==> config.mk <==
export PLATFORM = sky130hd
export DESIGN_NAME = seq_shift_engine_flat
export DESIGN_NICKNAME = d
export VERILOG_FILES = /design/src/rtl/seq_shift_engine_if.sv /design/src/rtl/seq_shift_engine.sv /design/src/flat_wrapper.sv
export SDC_FILE = /design/constraint.sdc
export NUM_CORES = 1
export LEC_CHECK = 0
export BUFFER_PORTS_ARGS = -buffer_cell sky130_fd_sc_hd__buf_2
export CORE_ASPECT_RATIO = 0.9
export CORE_MARGIN = 1
export CORE_UTILIZATION = 35
export CTS_BUF_LIST = sky130_fd_sc_hd__clkbuf_4
export DETAILED_ROUTE_END_ITERATION = 8
export PLACE_DENSITY = 0.58
export SLEW_MARGIN = 20
export SYNTH_ARGS = -nofsm -noshare
export SYNTH_HDL_FRONTEND = slang
export SYNTH_SLANG_ARGS = --single-unit
==> constraint.sdc <==
create_clock -name Clk -period 1.9 [get_ports Clk]
set_input_delay 0.285 -clock Clk [delete_from_list [all_inputs] [get_ports Clk]]
set_output_delay 0.285 -clock Clk [all_outputs]
set_load 0.03 [all_outputs]
==> src/rtl/seq_shift_engine_if.sv <==
`default_nettype none
// ============================================================================
//  Module   : seq_shift_engine_if
//  Purpose  : Command/data bundle between a controller and seq_shift_engine.
//  Revision : 1.0  initial release
// ============================================================================
interface seq_shift_engine_if #(
    parameter int WIDTH = 8,
    parameter int AMT_W = 4
);
    logic [WIDTH-1:0] data_i;
    logic [2:0]       S_i;
    logic [AMT_W-1:0] amt_i;
    logic             start_i;
    logic             data_L;
    logic             data_R;
    logic [WIDTH-1:0] Y_o;
    logic             busy_o;
    logic             done_o;

    modport master (
        output data_i, S_i, amt_i, start_i, data_L, data_R,
        input  Y_o, busy_o, done_o
    );

    modport slave (
        input  data_i, S_i, amt_i, start_i, data_L, data_R,
        output Y_o, busy_o, done_o
    );
endinterface
`default_nettype wire

==> src/rtl/seq_shift_engine.sv <==
`default_nettype none
// ============================================================================
//  Module   : seq_shift_engine
//  Purpose  : Counted one-bit-per-clock shift/ASR/rotate engine with parallel
//             load and busy/done handshake. Rotates need SEQ_SHIFT_ROTATE_EN.
//  Revision : 1.0  initial release
// ============================================================================
module seq_shift_engine #(
    parameter int WIDTH = 8,
    parameter int AMT_W = 4
) (
    input  logic               Clk,
    input  logic               Rst_N,
    seq_shift_engine_if.slave  bus
);

    localparam logic [2:0] c_OP_HOLD = 3'b000;
    localparam logic [2:0] c_OP_LOAD = 3'b001;
    localparam logic [2:0] c_OP_SHL  = 3'b010;
    localparam logic [2:0] c_OP_SHR  = 3'b011;
    localparam logic [2:0] c_OP_ASR  = 3'b100;
`ifdef SEQ_SHIFT_ROTATE_EN
    localparam logic [2:0] c_OP_ROL  = 3'b101;
    localparam logic [2:0] c_OP_ROR  = 3'b110;
`endif

    typedef enum logic [0:0] {
        S_IDLE  = 1'b0,
        S_SHIFT = 1'b1
    } state_t;

    state_t           r_state, w_state_nxt;
    logic [AMT_W-1:0] r_rem,   w_rem_nxt;
    logic [2:0]       r_op,    w_op_nxt;
    logic [WIDTH-1:0] r_y,     w_y_nxt;
    logic             r_busy,  w_busy_nxt;
    logic             r_done,  w_done_nxt;

    logic [2:0]       w_op;
    logic             w_is_shift;
    logic [WIDTH-1:0] w_step;

    // In IDLE the live opcode drives the first step; in SHIFT the latched one.
    always_comb begin
        w_op       = (r_state == S_IDLE) ? bus.S_i : r_op;
        w_is_shift = 1'b0;
        w_step     = r_y;
        case (w_op)
            c_OP_SHL: begin
                w_is_shift = 1'b1;
                w_step     = {r_y[WIDTH-2:0], bus.data_R};
            end
            c_OP_SHR: begin
                w_is_shift = 1'b1;
                w_step     = {bus.data_L, r_y[WIDTH-1:1]};
            end
            c_OP_ASR: begin
                w_is_shift = 1'b1;
                w_step     = {r_y[WIDTH-1], r_y[WIDTH-1:1]};
            end
`ifdef SEQ_SHIFT_ROTATE_EN
            c_OP_ROL: begin
                w_is_shift = 1'b1;
                w_step     = {r_y[WIDTH-2:0], r_y[WIDTH-1]};
            end
            c_OP_ROR: begin
                w_is_shift = 1'b1;
                w_step     = {r_y[0], r_y[WIDTH-1:1]};
            end
`endif
            default: begin
                w_is_shift = 1'b0;
                w_step     = r_y;
            end
        endcase
    end

    always_comb begin
        w_state_nxt = r_state;
        w_rem_nxt   = r_rem;
        w_op_nxt    = r_op;
        w_y_nxt     = r_y;
        w_busy_nxt  = r_busy;
        w_done_nxt  = 1'b0;
        case (r_state)
            S_IDLE: begin
                if (bus.start_i) begin
                    if (w_is_shift && (bus.amt_i != '0)) begin
                        w_y_nxt = w_step;
                        if (bus.amt_i == AMT_W'(1)) begin
                            w_done_nxt = 1'b1;
                        end else begin
                            w_rem_nxt   = bus.amt_i - AMT_W'(1);
                            w_op_nxt    = bus.S_i;
                            w_busy_nxt  = 1'b1;
                            w_state_nxt = S_SHIFT;
                        end
                    end else begin
                        if (bus.S_i == c_OP_LOAD) begin
                            w_y_nxt = bus.data_i;
                        end
                        w_done_nxt = 1'b1;
                    end
                end
            end
            S_SHIFT: begin
                w_y_nxt   = w_step;
                w_rem_nxt = r_rem - AMT_W'(1);
                if (r_rem == AMT_W'(1)) begin
                    w_busy_nxt  = 1'b0;
                    w_done_nxt  = 1'b1;
                    w_state_nxt = S_IDLE;
                end
            end
            default: begin
                w_state_nxt = S_IDLE;
                w_busy_nxt  = 1'b0;
            end
        endcase
    end

    always_ff @(posedge Clk or negedge Rst_N) begin
        if (!Rst_N) begin
            r_state <= S_IDLE;
            r_rem   <= '0;
            r_op    <= c_OP_HOLD;
            r_y     <= '0;
            r_busy  <= 1'b0;
            r_done  <= 1'b0;
        end else begin
            r_state <= w_state_nxt;
            r_rem   <= w_rem_nxt;
            r_op    <= w_op_nxt;
            r_y     <= w_y_nxt;
            r_busy  <= w_busy_nxt;
            r_done  <= w_done_nxt;
        end
    end

    assign bus.Y_o    = r_y;
    assign bus.busy_o = r_busy;
    assign bus.done_o = r_done;

endmodule
`default_nettype wire

==> src/flat_wrapper.sv <==
// flat-port wrapper written by rule: the top's interface ports become plain ports
module seq_shift_engine_flat 
#(
    parameter int WIDTH = 8,
    parameter int AMT_W = 4
)
  (Clk, Rst_N, bus_data_i, bus_S_i, bus_amt_i, bus_start_i, bus_data_L, bus_data_R, bus_Y_o, bus_busy_o, bus_done_o);
  seq_shift_engine_if #(.WIDTH(WIDTH), .AMT_W(AMT_W)) bus_i ();
  input  logic Clk;
  input  logic Rst_N;
  input wire logic [$bits(bus_i.data_i)-1:0] bus_data_i;
  input wire logic [$bits(bus_i.S_i)-1:0] bus_S_i;
  input wire logic [$bits(bus_i.amt_i)-1:0] bus_amt_i;
  input wire logic [$bits(bus_i.start_i)-1:0] bus_start_i;
  input wire logic [$bits(bus_i.data_L)-1:0] bus_data_L;
  input wire logic [$bits(bus_i.data_R)-1:0] bus_data_R;
  output wire logic [$bits(bus_i.Y_o)-1:0] bus_Y_o;
  output wire logic [$bits(bus_i.busy_o)-1:0] bus_busy_o;
  output wire logic [$bits(bus_i.done_o)-1:0] bus_done_o;
  assign bus_i.data_i = bus_data_i;
  assign bus_i.S_i = bus_S_i;
  assign bus_i.amt_i = bus_amt_i;
  assign bus_i.start_i = bus_start_i;
  assign bus_i.data_L = bus_data_L;
  assign bus_i.data_R = bus_data_R;
  assign bus_Y_o = bus_i.Y_o;
  assign bus_busy_o = bus_i.busy_o;
  assign bus_done_o = bus_i.done_o;
  seq_shift_engine #(.WIDTH(WIDTH), .AMT_W(AMT_W)) u_core (.Clk(Clk), .Rst_N(Rst_N), .bus(bus_i));
endmodule
==> results.ini <==
[synthesis]
yosysUniqueCellTypes=43
synth_flop_cell=dfrtp_1
syn_avg_cell_area_sq_um=9.19
synth-seq-area-share_pct=34.3
synth_edf_count=0
syn-num-nets=167
async_flop_share_pct=100
synth-seq-cells=18
syn_inst=143
netlist_area_sq_um=1310
yosysWarnings=0

[drt]
ant_nets=0
drt-total-wl_mm=3.34
wl_per_cell_microns=14.8
avgViaCountPerCell=5.44
drt_first_pass_iters=4
drt_iter0_markers=55
vias=1224
drc=0

[cts]
path_clk_slew_ns=0.10
htreeDepth=1
cts_setup_buffers=0
cts_root_buf=clkbuf_4
cts_tree=done
clockBufferDepth=2
insertion_delay_ns=0.30
cts_sinks=18
numCtsBuffers=3

[power_and_ir_drop]
power_mw=2.66
ir_drop_mv=0.548
powerDensity_nw_per_um2=1660
p_leak_nw=0.751

[setup_path]
ff2ff_setup_slack_ns=0.17
worstSetupStartpointType=register
cp_max_fo=7
cp.required_ns=2.08
path_class=reg -> reg
end_kind=register
arrival_ns=1.92
r2r_cells=5

[floorplan]
core.rowCount=20
dieArea_sq_um=4000
initial_core_util_pct=37.8
core_region_area_sq_um=3480
io-pin-count=30
die_x_microns=66.6
die_height_microns=60.1

[timing]
setup_tns_ns=0
final.period_utilization_pct=91.2
skew_ns=0.0120
slew_violations=0
max_freq_mhz=577
period_minus_slack_ns=1.73
setup_viol=0
final_hold_viol_count=0
rsz0062_at_grt=no
slew_headroom_pct=66.6
tightest_slew_ns=0.499

[global_routing]
use_met2_pct=28.3
grt_antenna_before_repair=0
top_usage_layer=met2
overflow=0
track_usage_pct=19.0
met3_usage_pct=2.86
grt_pass1_wl_mm=5.64
grt_pass1_vias=1179
grt_util_met1_pct=27.4
grt_max_degree=19

[placement]
io_buffer_count=29
dp_hpwl_mm=2.59
finalWeightedCongestion=0.831

[cells_and_area]
most-common-layout-cells=29 x buf_2, 22 x a21oi_1, 18 x dfrtp_1
nets=207
mostFrequentLayoutCell=buf_2
drive_gt1_share_pct=29.3
diodes=0
syn_to_final_growth_pct=21.8

[run_status]
status=completed

[run]
max_cap_viol_count=0

[min_path]
worst_hold_path.num_cells=2
min_path_type=in -> reg

[where the power goes]
part	switching (mW)	internal, mW
clock	0.127	0.0738
sequential	0.192	0.583
combinational	0.963	0.718
total	1.28	1.37
[logic make-up (layout without fill, tap and decap cells)]
| family | Yosys count | in the layout | share of synthesized area [%] |
|---|---|---|---|
| flip-flops | 18 | 18 | 34.3 |
| multiplexers | 9 | 9 | 7.24 |
| adder cells (fa/ha/maj) | 4 | 4 | 3.81 |
| AND/OR/NAND/NOR | 33 | 33 | 16.1 |
| XOR/XNOR | 4 | 4 | 2.67 |
| buffers and inverters | 18 | 56 | 5.43 |
| AO/OA/AOI/OAI | 57 | 57 | 30.5 |
[worst paths after layout]
kind / from / endpoint
worst max-delay path: u_core.r_op[1]$_DFFE_PN0P_ / u_core.r_op[1]$_DFFE_PN0P_
worst min register to register: u_core.bus.Y_o[6]$_DFFE_PN0P_ / u_core.bus.Y_o[6]$_DFFE_PN0P_
worst max register to register: u_core.r_op[1]$_DFFE_PN0P_ / u_core.r_op[1]$_DFFE_PN0P_
max in group asynchronous: Rst_N / u_core.r_rem[1]$_DFFE_PN0P_
worst min-delay path: bus_amt_i[0] / u_core.r_rem[0]$_DFFE_PN0P_
min in group asynchronous: Rst_N / u_core.r_op[0]$_DFFE_PN0P_
[final cells by class]
class	instances	area [sq um]
repair buffers	39	223
inverters	14	52.6
well taps	44	55.1
clock buffers	3	22.5
multi-input cells	107	797
fillers	347	1880
flip-flops and latches	18	450
[synth_stat cells (2+ instances only)]
library cell,instances,area [sq um]
o21ai_0,3,15.0
nand3_1,2,10.0
clkbuf_1,2,7.51
nor3b_2,2,25.0
or3_4,2,22.5
o2bb2ai_1,7,61.3
nor3_1,3,15.0
xor2_1,4,35.0
dfrtp_1,18,450
mux2_1,3,33.8
inv_1,13,48.8
a21o_1,3,22.5
o221a_1,7,78.8
mux2i_1,5,50.1
o21ai_1,5,25.0
a21oi_1,22,110
nand2_1,9,33.8
nor2_1,5,18.8
ha_1,4,50.1
[critical path, cell delays in order (launching register included)]
cell and delay (ns):
dfrtp_1 0.39, nor2b_1 0.30, or3_4 0.21, nand4_4 0.17, nor2_2 0.21, mux2_1 0.34
[through the flow]
step                      setup slack [ns]  utilization (%)  instances  cell area [sq um]  hold slack (ns)
after floorplan                      0.278                -        143               1310          -0.0106
after global placement              0.0654             44.9        221               1560            0.253
after detailed placement          -0.00846             44.9        221               1560            0.260
after CTS                            0.119             45.9        225               1600            0.252
after global routing                0.0870             46.0        225               1600            0.263
final                                0.168             46.0        225               1600            0.256
[layer usage]
layer / vias to the layer above / part of all wire [%]
met5: - / 0
met4: 0 / 0.90
met2: 23 / 44
met1: 589 / 51
met3: 4 / 4.0
li1: 608 / -
[timing repair]
item	CTS	global route
endpoints found under the hold margin	18	0
resized for setup	0	1
hold buffers	1	0
setup endpoints to repair	0	2
[sequential cells by signal (all words and copies together), names as in the netlist]
signal             count
u_core.bus.Y_o         8
u_core.bus.busy_o      1
u_core.bus.done_o      1
u_core.r_op            3
u_core.r_rem           4
u_core.r_state         1
Power figures use the tool's default switching activity.
